[src/rtl/matrix_multiply_top.sv]
// Host-loaded X*Y matrix multiplier with X/Y/Z RAMs behind a shared port.
// Optional MM_SATURATE_EN: unsigned clamping MAC instead of modulo wrap.
module matrix_multiply_top #(
  parameter int ADDR_WIDTH    = 4,
  parameter int DATA_WIDTH    = 32,
  parameter int X_ROWS        = 2,
  parameter int Y_COLS        = 2,
  parameter int X_COLS_Y_ROWS = 2
) (
  input  logic                  clk,
  input  logic                  rst,
  input  logic                  start,
  input  logic [ADDR_WIDTH-1:0] ram_addr,
  input  logic                  ram_wen,
  input  logic [1:0]            ram_sel,
  input  logic [DATA_WIDTH-1:0] ram_data_in,
  output logic                  busy,
  output logic [DATA_WIDTH-1:0] ram_data_out
);

  localparam int AW = ADDR_WIDTH;
  localparam int DW = DATA_WIDTH;
  localparam int KC = X_COLS_Y_ROWS;
  localparam int XD = X_ROWS * KC;
  localparam int YD = KC * Y_COLS;
  localparam int ZD = X_ROWS * Y_COLS;
  localparam int IW = (X_ROWS > 1) ? $clog2(X_ROWS) : 1;
  localparam int JW = (Y_COLS > 1) ? $clog2(Y_COLS) : 1;
  localparam int KW = (KC > 1) ? $clog2(KC) : 1;

  typedef enum logic [1:0] {
    S_IDLE,
    S_MAC,
    S_WRITE
  } state_t;

  state_t state_q, state_d;

  logic [DW-1:0] xm [XD];
  logic [DW-1:0] ym [YD];
  logic [DW-1:0] zm [ZD];

  logic [IW-1:0] i_q;
  logic [JW-1:0] j_q;
  logic [KW-1:0] k_q;
  logic [DW-1:0] acc_q;
  logic [DW-1:0] acc_nxt;
  logic [DW-1:0] x_op;
  logic [DW-1:0] y_op;
  logic [AW-1:0] x_idx;
  logic [AW-1:0] y_idx;
  logic [AW-1:0] z_idx;
  logic          i_last;
  logic          j_last;
  logic          k_last;
  logic          sel_x;
  logic          sel_y;
  logic          sel_z;

  assign busy   = (state_q != S_IDLE);
  assign i_last = (i_q == IW'(X_ROWS - 1));
  assign j_last = (j_q == JW'(Y_COLS - 1));
  assign k_last = (k_q == KW'(KC - 1));

  assign x_idx = AW'(i_q) * AW'(KC) + AW'(k_q);
  assign y_idx = AW'(k_q) * AW'(Y_COLS) + AW'(j_q);
  assign z_idx = AW'(i_q) * AW'(Y_COLS) + AW'(j_q);

  assign sel_x = (ram_sel == 2'd0);
  assign sel_y = (ram_sel == 2'd1);
  assign sel_z = (ram_sel == 2'd2);

  always_comb begin
    x_op = '0;
    y_op = '0;
    for (int n = 0; n < XD; n++)
      if (x_idx == AW'(n)) x_op = xm[n];
    for (int n = 0; n < YD; n++)
      if (y_idx == AW'(n)) y_op = ym[n];
  end

`ifdef MM_SATURATE_EN
  logic [2*DW-1:0] prod;
  logic [DW-1:0]   prod_sat;
  logic [DW:0]     sum;

  // Clamp the product first, then the carry of the running sum.
  always_comb begin
    prod     = {{DW{1'b0}}, x_op} * {{DW{1'b0}}, y_op};
    prod_sat = (|prod[2*DW-1:DW]) ? '1 : prod[DW-1:0];
    sum      = {1'b0, acc_q} + {1'b0, prod_sat};
    acc_nxt  = sum[DW] ? '1 : sum[DW-1:0];
  end
`else
  always_comb begin
    acc_nxt = acc_q + x_op * y_op;
  end
`endif

  always_comb begin
    ram_data_out = '0;
    unique case (1'b1)
      sel_x:
        for (int n = 0; n < XD; n++)
          if (ram_addr == AW'(n)) ram_data_out = xm[n];
      sel_y:
        for (int n = 0; n < YD; n++)
          if (ram_addr == AW'(n)) ram_data_out = ym[n];
      sel_z:
        for (int n = 0; n < ZD; n++)
          if (ram_addr == AW'(n)) ram_data_out = zm[n];
      default: ;
    endcase
  end

  always_ff @(posedge clk or negedge rst) begin
    if (!rst) begin
      for (int n = 0; n < XD; n++) xm[n] <= '0;
      for (int n = 0; n < YD; n++) ym[n] <= '0;
    end else if (ram_wen && !busy) begin
      for (int n = 0; n < XD; n++)
        if (sel_x && ram_addr == AW'(n)) xm[n] <= ram_data_in;
      for (int n = 0; n < YD; n++)
        if (sel_y && ram_addr == AW'(n)) ym[n] <= ram_data_in;
    end
  end

  always_ff @(posedge clk or negedge rst) begin
    if (!rst) state_q <= S_IDLE;
    else      state_q <= state_d;
  end

  always_comb begin
    state_d = state_q;
    unique case (state_q)
      S_IDLE:  if (start) state_d = S_MAC;
      S_MAC:   if (k_last) state_d = S_WRITE;
      S_WRITE: state_d = (i_last && j_last) ? S_IDLE : S_MAC;
      default: state_d = S_IDLE;
    endcase
  end

  always_ff @(posedge clk or negedge rst) begin
    if (!rst) begin
      acc_q <= '0;
      i_q   <= '0;
      j_q   <= '0;
      k_q   <= '0;
      for (int n = 0; n < ZD; n++) zm[n] <= '0;
    end else begin
      unique case (state_q)
        S_IDLE: begin
          if (start) begin
            acc_q <= '0;
            i_q   <= '0;
            j_q   <= '0;
            k_q   <= '0;
          end
        end
        S_MAC: begin
          acc_q <= acc_nxt;
          if (!k_last) k_q <= k_q + KW'(1);
        end
        S_WRITE: begin
          for (int n = 0; n < ZD; n++)
            if (z_idx == AW'(n)) zm[n] <= acc_q;
          acc_q <= '0;
          k_q   <= '0;
          if (j_last) begin
            j_q <= '0;
            i_q <= i_last ? '0 : i_q + IW'(1);
          end else begin
            j_q <= j_q + JW'(1);
          end
        end
        default: ;
      endcase
    end
  end

endmodule

[config.mk]
export PLATFORM = sky130hd
export DESIGN_NAME = matrix_multiply_top
export DESIGN_NICKNAME = d
export VERILOG_FILES = /design/src/rtl/matrix_multiply_top.sv
export SDC_FILE = /design/constraint.sdc
export NUM_CORES = 2
export LEC_CHECK = 0
export BUFFER_PORTS_ARGS = -buffer_cell sky130_fd_sc_hd__clkbuf_2
export CORE_MARGIN = 1.5
export CORE_UTILIZATION = 50
export DETAILED_ROUTE_END_ITERATION = 12
export PLACE_DENSITY = 0.68
export SYNTH_ARGS = -nofsm -noshare
export SYNTH_HDL_FRONTEND = slang
export SYNTH_SLANG_ARGS = --single-unit
[constraint.sdc]
create_clock -name clk -period 8.38 [get_ports clk]
set_input_delay 0.419 -clock clk [delete_from_list [all_inputs] [get_ports clk]]
set_output_delay 0.419 -clock clk [all_outputs]
set_load 0.03 [all_outputs]
==> metrics.csv <==
stage;metric;value;unit
logic_synthesis;synth.cell_area;37500;µm²
final_layout;postLayoutCoreUtil;56.3;%
route;drt_iter0_drc;2629;
logic_synthesis;ys_seq_area_share;28.1;%
setup_path;start_kind;flip-flop;
grt;antenna_found_initial;5;
final_layout;antennaDiodeCount;0;
hold_path;hold_class;in -> reg;
setup_path;worst_path_max_delay_cell;fa_1;
setup_path;slowest_delay;0.68;ns
logic_synthesis;synth-async-reset-ratio;100;%
setup_path;ff2ff_path_depth;29;
floorplan;ioPinCount;75;
logic_synthesis;ys_warn_count;0;
route;vias;27500;
grt;grt_pass1_wl;178;mm
hold_path;hold_depth;2;
setup_path;timing.rr.start;k_last;
place;io_buffers;74;
clock_network;insertion_delay;0.60;ns
hold_path;hp-start;ram_data_in[28];
setup_path;cp.arrival;8.61;ns
grt;overflow;0;
setup_path;endpoint_kind;flip-flop;
setup_path;critPathKind;reg -> reg;
grt;grt.total_usage;31.1;%
setup_path;rrSetupSlack;0.28;ns
timing;finalCritPeriodShare;96.6;%
final_layout;fin_cells;4613;
logic_synthesis;synth_top_area_share;28.1;%
setup_path;path_max_fanout;9;
job;cap_violations;0;
logic_synthesis;synth.largest_area_cell;dfrtp_1;
grt;grt_max_degree;110;
place;dpl.cell_count;4516;
route;drc;0;
setup_path;crit_top_cell;fa_1;
grt;grt_pass1_vias;27900;
logic_synthesis;syn-num-nets;4098;
place;dp_hpwl;90.4;mm
clock_network;clock_path_buffers;3;
status;outcome;completed;
power_and_ir_drop;peakVddDrop;0.237;mV
clock_network;clk_pin_slew;0.07;ns
floorplan;core-area;74300;µm²
timing;fmax;0.124;GHz
timing;tightest_slew;1.17;ns
timing;finalMaxSlewViolations;0;
logic_synthesis;synth_edf_count;0;
power_and_ir_drop;leakage;20.2;nW
route;antenna_left;0;
timing;setup_viol;0;
logic_synthesis;synth.most_common_cell;inv_1;
logic_synthesis;syn_area_per_cell;10.7;µm²
timing;relSlewSlack;21.7;%
power_and_ir_drop;powerDensity;317;nW/µm²
logic_synthesis;syn_inst;3494;
logic_synthesis;synth.top_cells.by_count;inv_1, fa_1, dfrtp_1;
logic_synthesis;synthFlopType;dfrtp_1;
floorplan;dieArea;76700;µm²
clock_network;cts_tree;built;
clock_network;htree_levels;2;
logic_synthesis;synth_area_leaders;dfrtp_1, fa_1, mux2_2;
timing;fin_skew;0.0369;ns
floorplan;std_cell_rows;100;
logic_synthesis;synth.distinct_cells;63;
final_layout;nFillCells;6386;
logic_synthesis;ys_ff_latch;421;
timing;fin_crit;8.10;ns
hold_path;holdPathEnd;ym[60];
clock_network;clkSinkCount;421;
route;routed_wl;119;mm
floorplan;start_util;50.5;%
route;drtPass1Iterations;6;
clock_network;clock-root-buffer;clkbuf_16;
floorplan;die_w;277;µm
final_layout;fin_nets;4213;
place;gp_congestion;0.969;
timing;finalHoldViolCount;0;
setup_path;r2r-end;acc_q[30];
final_layout;area_delta_synth_final;11.5;%
route;wl_per_cell;25.8;µm
setup_path;crit_required;8.90;ns
floorplan;fp.dieH;277;µm
route;vias_per_cell;5.96;
clock_network;numCtsBuffers;45;
final_layout;drive_gt1_share;24.3;%
-- routing by layer --
| metal | GRT usage [%] | part of all wire [%] | vias to the layer above |
|---|---|---|---|
| met5 | 0 | 0.034 | - |
| met4 | 13.3 | 5.2 | 6 |
| met3 | 5.60 | 9.0 | 241 |
| met2 | 47.9 | 45 | 1303 |
| met1 | 43.3 | 41 | 14400 |
| li1 | - | - | 11600 |
-- how the worst max path moves through the flow --
stage	start	cells past startpoint	endpoint	slack, ns
2_1_floorplan	k_last	34	acc_q[27]	0.003
3_3_place_gp	k_last	28	acc_q[27]	0.25
3_5_place_dp	k_last	28	acc_q[27]	0.20
4_1_cts	k_last	26	acc_q[31]	0.18
5_1_grt	k_last	30	acc_q[26]	-0.003
6_report	k_last	29	acc_q[30]	0.28
-- state kept, by name, indices dropped and copies added (netlist names) --
name,flops
state_q,2
zm,128
j_last,1
k_last,1
acc_q,32
i_last,1
xm,128
ym,128
-- what timing repair did --
action / in CTS / in global routing
hold buffers: 1 / 0
buffers inserted: 0 / 10
setup endpoints to repair: 0 / 9
endpoints found under the hold margin: 105 / 0
gates resized for setup: 0 / 16
-- cell usage in the layout (no fill, tap or decap), types with 55 or more instances in the layout --
| cell type | netlist | routed |
|---|---|---|
| dfrtp_1 | 421 | 418 |
| clkbuf_2 | 0 | 71 |
| ha_1 | 124 | 124 |
| mux2_2 | 410 | 407 |
| nor2_1 | 354 | 350 |
| buf_4 | 3 | 153 |
| a21oi_1 | 56 | 55 |
| xnor2_1 | 55 | 55 |
| o21ai_0 | 126 | 116 |
| mux2i_1 | 120 | 119 |
| inv_1 | 497 | 497 |
| mux4_2 | 95 | 95 |
| fa_1 | 438 | 438 |
| nand2_1 | 343 | 339 |
-- area by class of cell --
| cell class | count | area [µm²] | share of cell area, % |
|---|---|---|---|
| tap | 969 | 1210 | 2.90 |
| multi-input combinational | 2389 | 24500 | 58.4 |
| clock buffer | 63 | 1340 | 3.19 |
| timing repair buffer | 255 | 2090 | 4.98 |
| clock inverter | 19 | 343 | 0.819 |
| inverter | 497 | 1870 | 4.46 |
| sequential | 421 | 10500 | 25.2 |
-- per-stage QoR --
stage | TNS [ns] | instance area (µm²) | power [mW] | hold slack, ns | setup slack [ns]
2_1_floorplan | 0 | 37600 | 7.63 | 0.123 | 0.00335
3_3_place_gp | 0 | 39900 | 10.7 | 0.461 | 0.254
6_report | 0 | 41800 | 13.3 | 0.158 | 0.284
4_1_cts | 0 | 41500 | 13.1 | 0.151 | 0.180
5_1_grt | -0.00256 | 41800 | 14.1 | 0.179 | -0.00256
3_5_place_dp | 0 | 39900 | 10.8 | 0.473 | 0.195
-- critical path: cells and delay by family, from the launching register on --
kind                     cells  cell delay, ns
buffers and inverters        8            0.77
AND/OR/NAND/NOR              2            0.27
AO/OA/AOI/OAI                8            1.97
multiplexers                 2            0.64
flip-flops                   1            0.57
adder cells (fa/ha/maj)      9            3.75
-- power breakdown --
| group | leakage, nW | internal, mW | switching, mW |
|---|---|---|---|
| logic | 13.7 | 3.39 | 4.72 |
| clock network | 0.810 | 1.34 | 0.905 |
| registers | 5.65 | 2.47 | 0.444 |
-- cell families after synthesis --
logic type | after synthesis | synth area share, %
buffers and inverters | 684 | 7.15
multiplexers | 628 | 21.4
XOR/XNOR | 79 | 2.01
AND/OR/NAND/NOR | 795 | 8.62
flip-flops | 421 | 28.1
adder cells (fa/ha/maj) | 562 | 27.5
AO/OA/AOI/OAI | 325 | 5.25
No activity file was read; power rests on OpenSTA's default activity.
